--- src/rtl/hash_pkg.sv ---
// Shared constants and state encoding for the hash core output path.
package hash_pkg;

  localparam int STATE_BITS = 1600;
  localparam int RATE_BITS  = 576;
  localparam int WORD_BITS  = 64;
  localparam int RATE_WORDS = RATE_BITS / WORD_BITS;

  typedef enum logic [1:0] {
    IDLE,
    WAIT_PERM,
    EMIT,
    REQ
  } squeeze_state_t;

endpackage

--- src/rtl/squeeze_buf.sv ---
// Rate-block capture register with a word-select read port.
// Bytes past rd_bytes are zeroed from the LSB side.
module squeeze_buf #(
  parameter int RATE_BITS = 576,
  parameter int WORD_BITS = 64,
  parameter int IDX_W     = 4,
  parameter int BYTES_W   = 4
) (
  input  logic                 clk,
  input  logic                 reset,
  input  logic                 capture,
  input  logic [RATE_BITS-1:0] rate_in,
  input  logic [IDX_W-1:0]     rd_idx,
  input  logic [BYTES_W-1:0]   rd_bytes,
  output logic [WORD_BITS-1:0] rd_word
);

  localparam int NUM_WORDS = RATE_BITS / WORD_BITS;
  localparam int WBYTES    = WORD_BITS / 8;

  logic [WORD_BITS-1:0] words_q [NUM_WORDS];
  logic [WORD_BITS-1:0] sel_word;

  // Word 0 is the most significant slice of the rate block.
  always_ff @(posedge clk) begin
    if (reset) begin
      for (int k = 0; k < NUM_WORDS; k++) words_q[k] <= '0;
    end else if (capture) begin
      for (int k = 0; k < NUM_WORDS; k++)
        words_q[k] <= rate_in[RATE_BITS-1-k*WORD_BITS -: WORD_BITS];
    end
  end

  always_comb begin
    sel_word = '0;
    if (int'(rd_idx) < NUM_WORDS) sel_word = words_q[rd_idx];
    rd_word = sel_word;
    for (int b = 0; b < WBYTES; b++) begin
      if (b >= int'(rd_bytes)) rd_word[WORD_BITS-1-8*b -: 8] = 8'h00;
    end
  end

endmodule

--- src/rtl/squeezer.sv ---
// Streams the rate part of the permutation state as handshaked words,
// requesting extra permutations until the requested byte count is met.
module squeezer #(
  parameter int RATE_BITS = hash_pkg::RATE_BITS,
  parameter int WORD_BITS = hash_pkg::WORD_BITS,
  parameter int LEN_W     = 16
) (
  input  logic                         clk,
  input  logic                         reset,
  input  logic                         start,
  input  logic [LEN_W-1:0]             out_len,
  input  logic [1599:0]                f_out,
  input  logic                         f_out_ready,
  output logic                         f_req,
  output logic [WORD_BITS-1:0]         dout,
  output logic                         dout_valid,
  input  logic                         dout_ready,
  output logic                         dout_last,
  output logic [$clog2(WORD_BITS/8):0] dout_bytes,
  output logic                         busy,
  output logic                         done
);

  import hash_pkg::*;

  localparam int NUM_WORDS = RATE_BITS / WORD_BITS;
  localparam int WBYTES    = WORD_BITS / 8;
  localparam int IDX_W     = (NUM_WORDS > 1) ? $clog2(NUM_WORDS) : 1;
  localparam int BYTES_W   = $clog2(WBYTES) + 1;

  squeeze_state_t       state_q, state_d;
  logic [LEN_W-1:0]     remaining_q, remaining_d;
  logic [IDX_W-1:0]     idx_q, idx_d;
  logic                 done_q, done_d;
  logic                 capture;
  logic                 word_last;
  logic [BYTES_W-1:0]   word_bytes;
  logic [WORD_BITS-1:0] buf_word;

  always_comb begin
    word_last  = (remaining_q <= LEN_W'(WBYTES));
    word_bytes = word_last ? BYTES_W'(remaining_q) : BYTES_W'(WBYTES);
  end

  always_ff @(posedge clk) begin
    if (reset) begin
      state_q     <= IDLE;
      remaining_q <= '0;
      idx_q       <= '0;
      done_q      <= 1'b0;
    end else begin
      state_q     <= state_d;
      remaining_q <= remaining_d;
      idx_q       <= idx_d;
      done_q      <= done_d;
    end
  end

  always_comb begin
    state_d     = state_q;
    remaining_d = remaining_q;
    idx_d       = idx_q;
    done_d      = 1'b0;
    capture     = 1'b0;
    case (state_q)
      IDLE: begin
        if (start) begin
          if (out_len != '0) begin
            remaining_d = out_len;
            state_d     = WAIT_PERM;
          end else begin
            done_d = 1'b1;
          end
        end
      end
      WAIT_PERM: begin
        if (f_out_ready) begin
          capture = 1'b1;
          idx_d   = '0;
          state_d = EMIT;
        end
      end
      EMIT: begin
        if (dout_ready) begin
          remaining_d = remaining_q - LEN_W'(word_bytes);
          if (word_last) begin
            state_d = IDLE;
            done_d  = 1'b1;
          end else if (idx_q == IDX_W'(NUM_WORDS - 1)) begin
            state_d = REQ;
          end else begin
            idx_d = idx_q + IDX_W'(1);
          end
        end
      end
      REQ:     state_d = WAIT_PERM;
      default: state_d = IDLE;
    endcase
  end

  squeeze_buf #(
    .RATE_BITS(RATE_BITS),
    .WORD_BITS(WORD_BITS),
    .IDX_W    (IDX_W),
    .BYTES_W  (BYTES_W)
  ) u_buf (
    .clk     (clk),
    .reset   (reset),
    .capture (capture),
    .rate_in (f_out[1599 -: RATE_BITS]),
    .rd_idx  (idx_q),
    .rd_bytes(word_bytes),
    .rd_word (buf_word)
  );

  // Word outputs are forced to zero outside EMIT so idle outputs read as 0.
  assign dout_valid = (state_q == EMIT);
  assign f_req      = (state_q == REQ);
  assign busy       = (state_q != IDLE);
  assign done       = done_q;
  assign dout       = dout_valid ? buf_word : '0;
  assign dout_bytes = dout_valid ? word_bytes : '0;
  assign dout_last  = dout_valid & word_last;

endmodule

--- config.mk ---
export PLATFORM = sky130hd
export DESIGN_NAME = squeezer
export DESIGN_NICKNAME = d
export VERILOG_FILES = /design/src/rtl/hash_pkg.sv /design/src/rtl/squeeze_buf.sv /design/src/rtl/squeezer.sv
export SDC_FILE = /design/constraint.sdc
export NUM_CORES = 1
export LEC_CHECK = 0
export CORE_AREA = 2 2 651 653
export DETAILED_ROUTE_END_ITERATION = 10
export DIE_AREA = 0 0 653 655
export PLACE_DENSITY = 0.34
export REMOVE_ABC_BUFFERS = 1
export SLEW_MARGIN = 40
export SYNTH_ARGS = -nofsm -noshare
export SYNTH_HDL_FRONTEND = slang
export SYNTH_SLANG_ARGS = --single-unit
export TNS_END_PERCENT = 5
--- constraint.sdc ---
create_clock -name clk -period 28.3 [get_ports clk]
set_clock_uncertainty 0.2 [all_clocks]
set_input_delay 5.66 -clock clk [delete_from_list [all_inputs] [get_ports clk]]
set_output_delay 5.66 -clock clk [all_outputs]
set_load 0.01 [all_outputs]
Word level (Yosys, flattened, before mapping)
Memories as Yosys holds them, arrays and structs flattened. A register that Yosys moved wholly into a read port is not among the register bits. Index checks and enable logic that the tools add are counted.

Flip-flop bits (word level): 23. Output and inout bits: 73. RAM bits: 576. Input bits: 1621. Word-level logic and storage cells: 97. Memories kept: 1.

Memories: u_buf.words_q (depth 9, bits a word 64, read ports 1, clocked after Yosys merged registers in 1, write ports 9, RTL line squeeze_buf.sv:21) `logic [WORD_BITS-1:0] words_q [NUM_WORDS];`.

$lt $le $gt $ge: 10. Reductions and logical operators: 8. Bitwise operators: 10. Equal/unequal tests: 11. Multiplexer cells: 51. $add $sub $neg: 2.

Operator list (number): two-way mux 64 bit (11); two-way mux 8 bit (8); two-way mux 16 bit (3); two-way mux 4 bit (8); one-hot mux 16 bit (2 select lines) (1); greater-or-equal comparator 3 x 4 -> 1 bit (first input constant) (4); less-or-equal comparator 16 x 4 -> 1 bit (second input constant) (1); nonzero test 16 bit (1); subtractor 16 x 4 -> 16 bit (1); two-way mux 2 bit (6); two-way mux 1 bit (11); inequality test 2 bit (second input constant) (5); AND reduction 5 bit (2); bitwise OR 1 bit (9); greater-or-equal comparator 1 x 4 -> 1 bit (first input constant) (2); greater-or-equal comparator 2 x 4 -> 1 bit (first input constant) (2); one-hot mux 2 bit (4 select lines) (1); one-hot mux 4 bit (2 select lines) (1); nonzero test 2 bit (3); adder 4 x 1 -> 4 bit (second input constant) (1); equality test 2 bit (second input constant) (2); equality test 4 bit (second input constant) (1); < comparator 4 bit (second input constant) (1); AND reduction 4 bit (1); 6 further kinds (6).

Longest topological paths before layout
Gate-level depths: netlist of run 1.

Depth in word-level cells: 7. Depth in mapped cells: 10. Gate-level depth less buffers: 9.

Hierarchy
From an unflattened synthesis of run 1, not the netlist that was laid out.

Cells, all modules: 1908. Area total of the unflattened synthesis: 27747.9 µm².

By module, submodules not included: squeeze_buf (area each 25613.3 µm², times used 1, sequential area each 17296.6 µm², cells each 1611); squeezer (area each 2134.5 µm², times used 1, sequential area each 460.4 µm², cells each 297).

Least setup slack after synthesis of run 1
OpenSTA, ideal clock, no wires.

Kind: input-to-reg. From: in reset. To: mem u_buf.words_q[0][0], enable pin. Path buffers: 1. Slack: 8.661 ns. Cell stages on the path: 3. Arrival time: 15.340 ns. Setup time: 4.099 ns. Cell sequence: inv_1 -> clkbuf_1 -> nand2_1.

RTL lines: start, declared (RTL line squeezer.sv:9) `input logic reset,`; end, declared (RTL line squeeze_buf.sv:21).

==> results of run 1 <==
[state kept, by name (all words and copies together) (netlist names), named ones only]
signal	flops
u_buf.words_q	576
remaining_q	16
idx_q	4
state_q	2
done	1
[path summary, 6_finish.rpt]
kind	end	slack (ns)	cells past startpoint
setup reg to reg	u_buf.words_q[2][25]	24.05	9
hold reg to reg	remaining_q[13]	0.30	2
hold / removal	remaining_q[13]	0.30	2
setup / recovery	dout[36]	17.73	8
[per-layer routing]
metal  share of wire  global-route usage
met3           0.046             0.01137
met5         0.00055                   0
met4           0.030             0.01704
met2            0.58              0.1086
met1            0.35             0.05416
[layout make-up]
cell class,count,area share
Antenna cell,10,0.0005727
Clock buffer,114,0.05237
Clock inverter,37,0.005440
Inverter,11,0.0009449
Multi-Input combinational cell,1141,0.2114
Sequential cell,603,0.4085
Tap cell,5543,0.1587
Timing Repair Buffer,709,0.1620
[power by group]
part	leakage, nW	switching, mW	total [mW]	internal [mW]
logic	6.10	0.149	0.303	0.154
clock network	1.22	0.438	1.01	0.575
registers	6.29	0.0303	1.12	1.09
total	13.6	0.617	2.43	1.81
[through the flow]
step	hold slack (ns)	utilization	power, mW	worst slack, ns
finish	0.3031	0.1036	2.432	17.73
global route	0.3344	0.1036	2.556	17.13
CTS	0.2999	0.1035	2.503	17.17
detailed placement	0.2945	0.09750	1.448	17.60
global placement	0.2788	0.09725	1.443	17.50
floorplan	0.2575	-	1.324	8.801
[cells in the final DEF (no fill, tap or decap), types with 6 or more instances in the layout]
master and n:
clkinv_2 7, clkbuf_16 87, buf_6 6, ha_1 7, o31ai_1 7, nor2_1 141
mux4_2 128, nor4_1 9, clkdlybuf4s50_1 668, a211oi_1 8, mux2i_1 66, diode_2 10
a21oi_1 78, nor3_1 9, inv_1 11, buf_4 28, clkbuf_1 26, and2_1 579
edfxtp_1 576, dfxtp_1 23, and3_1 7, nand2_1 18, clkinv_1 21
[cell families (layout without fill, tap and decap cells)]
kind of cell / count (synthesis) / count (layout) / synth area share
compound gates: 141 / 141 / 0.03258
other cells: 1 / 11 / 0.0001362
mux: 198 / 198 / 0.1302
buf+inv: 141 / 871 / 0.01995
flops: 603 / 603 / 0.6479
simple gates: 793 / 793 / 0.1656
fa+ha+maj: 8 / 8 / 0.003636
[worst max-delay path, stage by stage (launching register included)]
cell	delay, ns
dfxtp_4	0.77
buf_4	0.52
buf_4	0.61
mux4_2	0.61
mux2i_1	0.36
nor2_1	0.20
a21oi_1	0.19
nor2_1	0.05
clkdlybuf4s50_1	0.54
==> impl_summary.md, run 1 <==
Detailed routing
The ratio of routed vias to standard cells is 2.209. The final wirelength is 119.2 mm. In the routed design, unresolved DRC markers number 0. The post-route antenna net violation count is 0. The first-iteration detailed-routing DRC count is 1093. The pre-antenna-repair detailed-routing pass consisted of 5 iterations. The via count is 18043. The routed wire length per instance is 14.59 um.

CTS
In this run the number of H-tree levels came out at 3. The post-CTS setup repair buffer count is 0. The number of buffers added by the clock tree synthesis step is 87.

The number of hold buffers added after CTS was 0. In this run, post-CTS repair resized a total of 0 instances. The clock net sink count is 603.

TritonCTS built the clock tree. The clock reaches the later pin of the worst-skew pair after 0.82 ns. After clock tree synthesis, the clock-pin slew on the worst setup and hold paths is 0.05 ns.

The root buffer cell chosen for the clock tree is clkbuf_16. The buffer levels on the longest clock path is 4.

Placement
The half-perimeter wire length of the detailed placement result is 88.56 mm. The placed cell count is 8006. The number of I/O port buffers is 669. Routability-driven placement finished with a final weighted congestion of 0.7284.

After detailed placement, the total cell area comes to 41110 sq um.

Timing
The slew at the pin closest to its max-slew limit is 0.8305 ns. The worst path in the final design needs a cycle of 10.57 ns, including I/O delays and setup. The number of hold violations in the final report is 0. The max-slew violation count is 0. Adding up every negative setup slack in the final design gives 0 ns. In the finished design, the share of the clock period the worst path needs comes to 0.3734. The relative slew slack is 0.4412. Setup repair after global routing left no endpoint under its margin. The number of endpoints failing setup at the final stage is 0.

Static timing analysis puts the maximum clock frequency at 94.63 MHz.

Cells and area
The net count reported at finish is 4182. After routing the design area is 43700 sq um. The post-route non-filler standard cell count is 8168.

Fill cells in the final layout number 48127. In the final layout, the share of cells above drive strength 1 is 0.1147. In the final layout, flip-flops and latches occupy 17850 sq um. Summing all multi-input logic gate instances after layout gives 9238 sq um. The layout overhead on the synthesized area is 58.71%.

Synthesis
Ranked by instance count, the synthesized netlist is headed by 579 x and2_1, 576 x edfxtp_1, 142 x nor2_1. The total of warnings raised by yosys is 0. In this run, synthesis produced a sequential element count of 603. For this run, asynchronously set or reset flops after synthesis account for 0. The average cell area after synthesis is 14.61 sq um. In this run, synthesis inferred 576 flip-flops with an integrated enable. The most common cell in the synthesized netlist is and2_1. The biggest area contributor in the post-synthesis netlist is edfxtp_1. The fraction of the yosys area taken by sequential cells is 0.6479. By area the synthesized netlist is led by edfxtp_1 63%, and2_1 13%, mux4_2 10%. Counting every instance in the synthesized netlist gives 1885. The share of synthesized area in the top cell type comes to 0.6282. For this run, the leading register cell type out of synthesis is edfxtp_1. The synthesized netlist contains 58 unique library cells. The cell area that synthesis handed to floorplanning was 27530 sq um.

Power and ir drop
For this design the ratio of total power to cell area is 55.64 nW/um^2. VDD sags by at most 0.05072 mV. Summed over all cells, the static leakage comes to 13.61 nW.

GRT
The initial antenna violation count is 73. The wire length of the first global-routing pass is 159.2 mm. The remaining global-route overflow is 0. Entering global routing, the biggest net connects 127 pins. The number of global-route vias before repair is 19182. The global-route usage over all layers is 0.05392.

Die
The initial utilization of the core area, before any placement, comes to 0.06530. 1694 I/O pins were placed. The floorplan has 239 rows. The floorplan step set the die height to 655 um. The core region is 421600 sq um. The die covers 427700 sq um.

The overall die width is 653 um.

Run
Max-cap violations in this run came to 0.

Critical path
The kind of end point of the critical path is an output pin. In this run the worst path has a maximum fanout of 27. The worst setup path is of the flip-flop to output pin kind. The critical path arrival is 4.71 ns. The worst setup path is launched from a flip-flop. For the worst setup path, the data required time is 22.44 ns. In this run the critical register-to-register path is launched from state_q[1].

Min path
The startpoint identified for the worst hold timing path is remaining_q[13]. The tightest min-delay check is of the flip-flop to flip-flop type.

Status
The run finished with clean final reports.
(Power assumes the default switching activity.)
==> run 2: changes to the inputs <==
--- a/config.mk
+++ b/config.mk
@@ -5,10 +5,10 @@
 export SDC_FILE = /design/constraint.sdc
 export NUM_CORES = 1
 export LEC_CHECK = 0
-export CORE_AREA = 2 2 651 653
+export CORE_AREA = 2 2 657 659
 export DETAILED_ROUTE_END_ITERATION = 10
-export DIE_AREA = 0 0 653 655
-export PLACE_DENSITY = 0.34
+export DIE_AREA = 0 0 659 661
+export PLACE_DENSITY = 0.33
 export REMOVE_ABC_BUFFERS = 1
 export SLEW_MARGIN = 40
 export SYNTH_ARGS = -nofsm -noshare
==> constraint.sdc (replaced) <==
create_clock -name clk -period 10.4 [get_ports clk]
set_clock_uncertainty 0.2 [all_clocks]
set_input_delay 2.08 -clock clk [delete_from_list [all_inputs] [get_ports clk]]
set_output_delay 2.08 -clock clk [all_outputs]
set_load 0.01 [all_outputs]
==> impl_summary.md, run 2 (synthesis gave the netlist of run 1 again) <==
Critical path
The worst setup path is captured at an output pin. The critical path arrival is 5.13 ns (+0.42 ns). The critical setup path kind is flip-flop to output pin. The startpoint class of the critical path is a flip-flop. The maximum fanout encountered on the critical timing path is 32 (+19%). The required time reported for the critical path endpoint came to 8.12 ns (-14.32 ns).

Power and ir drop
The part of the power in registers is 0.448 (-0.011). The maximum vdd ir drop is 0.1190 mV (+130%). The switching portion of total power is 0.2520 (-0.001622). The switching power of the nets is 1.705 mW (+180%). The total leakage power is 13.69 nW (+0.63%). The combinational fraction of design power is 0.122 (-0.003). The power per standard cell area came to 153.3 nW/um^2 (+180%). The internal power consumption was 5.060 mW (+180%). The share of total power in the clock network is 0.430 (+0.013).

Timing
Static timing analysis puts the maximum clock frequency at 135.0 MHz. Setup repair after global routing left no endpoint under its margin. The slew at the pin closest to its max-slew limit is 0.8621 ns (+0.03161 ns).

The number of endpoints failing setup at the final stage is 0 (unchanged). The relative slew slack is 0.4253 (-0.01597). The max-slew violation count is 0 (unchanged). The period utilization is 0.7124. The number of hold violations in the final report is 0 (unchanged). The smallest hold slack was 0.2966 ns (-0.006492 ns). The worst path needs 7.409 ns of the cycle, external delays included.

Run
The max capacitance violation total is 0 (unchanged).

Die
The top-level port count is 1694 (unchanged). The height of the chip is 661 um (+0.92%). The die area is 435600 sq um (+1.8%). The overall die width was 659 um (+0.92%). The initial core utilization is 0.06417 (-0.001133). The number of standard-cell rows in the floorplan is 241 (+0.84%). The total core area is 429100 sq um (+1.8%).

GRT
The pin count of the biggest net entering global routing came to 140 (+10%). The global-route usage over all layers is 0.05297 (-0.0009585). The number of global-route vias before repair is 19296 (+0.59%). The remaining global-route overflow is 0 (unchanged). The initial antenna violation count is 76 (+4.1%). The wire length of the first global-routing pass is 158.9 mm (-0.19%).

Cells and area
The total of fill cells in the finished design is 48957 (+1.7%). The number of flip-flops in the largest register is 576 (unchanged). In the layout the commonest cells are 669 x clkdlybuf4s50_1, 579 x and2_1, 576 x edfxtp_1. The layout cell share with drive strength beyond 1 came to 0.1190 (+0.004298). The most common library cell in the layout ignoring fill and taps is clkdlybuf4s50_1.

The layout overhead on the synthesized area is 60.29%. The largest registers in the layout are u_buf.words_q x576, remaining_q x16, idx_q x4. The net count reported at finish is 4178 (-0.096%).

The post-route non-filler standard cell count came to 8359 (+2.3%). The most flop-heavy register is u_buf.words_q. The post-layout utilization of the core came to 0.1028 (-0.0007900).

Detailed routing
The first-iteration detailed-routing DRC count is 960 (-12%). The ratio of routed vias to standard cells came to 2.141 (-3.1%). The routed wire length per instance is 14.24 um (-2.4%). The post-route antenna net violation count is 0 (unchanged).

The iteration count of the initial detailed-routing pass is 4 (-1). The final wirelength is 119.0 mm (-0.13%). The via count is 17895 (-0.82%). The number of remaining DRC errors is 0 (unchanged).

CTS
The number of buffers added by the clock tree synthesis step came to 86 (-1.1%). The clock latency of the later-clocked register in the worst-skew pair was 0.80 ns (-0.02 ns). The post-CTS setup repair buffer count is 0 (unchanged). The TritonCTS clock tree is yes.

The number of H-tree levels is 3 (unchanged). The CTS clock-pin slew for the worst setup and hold paths was 0.06 ns (about the same). The hold buffer count at cts is 0 (unchanged). In this run the clock root is driven by a clkbuf_16. The number of instances resized during post-cts repair is 0 (unchanged). The clock net sink count is 603 (unchanged). The buffer levels on the longest clock path is 4 (unchanged).

Placement
The weighted congestion at the end of routability-driven global placement is 0.7190 (-1.3%). The number of I/O port buffers was 669 (unchanged). The placed cell count was 8169 (+2.0%). The half-perimeter wire length of the detailed placement result is 87.58 mm (-1.1%).

Status
The flow ran to the end, and the final reports show no timing, DRC or antenna violations.

Min path
The path class of the tightest hold or removal check is flip-flop to flip-flop.
## run 2: stage by stage
step | worst slack [ns] | TNS, ns | power (mW) | cell area, sq um
2_1_floorplan | -5.519 | -5416.97 | 3.602 | 27020
3_3_place_gp | 3.529 | 0 | 3.924 | 41250
3_5_place_dp | 3.909 | 0 | 3.936 | 41320
4_1_cts | 2.958 | 0 | 6.976 | 43990
5_1_grt | 2.425 | 0 | 7.117 | 44090
6_report | 2.991 | 0 | 6.765 | 44130
## run 2: critical path, cell delays in order (launching register included)
cell             delay [ns]
dfxtp_1                0.33
inv_1                  0.10
ha_2                   0.63
clkinv_1               0.81
a21oi_2                0.82
nand2_2                0.48
nor2_1                 0.41
clkdlybuf4s50_1        0.70
## run 2: power by group through the flow
| stage | clock network, mW | logic [mW] | registers [mW] |
|---|---|---|---|
| final | 2.91 | 0.825 | 3.03 |
| after global placement | 0 | 0.846 | 3.08 |
| after detailed placement | 0 | 0.851 | 3.09 |
| after floorplan | 0 | 0.405 | 3.20 |
| after CTS | 3.09 | 0.854 | 3.04 |
| after global routing | 3.15 | 0.913 | 3.06 |
## run 2: metal layers
layer  vias up  share of wire  track usage
met3       206          0.038      0.01003
met4         4          0.034      0.02169
li1       8287              -            -
met2       452           0.58       0.1055
met1      8946           0.35      0.05305
met5         -        0.00022            0
## run 2: cell type report
| class | instances | area (sq um) | share of cell area |
|---|---|---|---|
| multi-input combinational | 1141 | 9208 | 0.2086 |
| clock inverter | 46 | 416.7 | 0.009441 |
| timing repair buffer | 706 | 7122 | 0.1614 |
| antenna | 36 | 90.09 | 0.002041 |
| clock buffer | 106 | 2257 | 0.05115 |
| inverter | 11 | 41.29 | 0.0009356 |
| tap | 5710 | 7144 | 0.1619 |
| sequential | 603 | 17850 | 0.4045 |
## run 2: path summary, 6_finish.rpt
| path | start | endpoint | slack (ns) | cells past startpoint |
|---|---|---|---|---|
| hold / removal | remaining_q[13] | remaining_q[13] | 0.30 | 2 |
| setup reg to reg | state_q[0] | flip-flop | 6.71 | 7 |
| hold reg to reg | remaining_q[13] | remaining_q[13] | 0.30 | 2 |
| setup / recovery | state_q[0] | dout[0] | 2.99 | 7 |
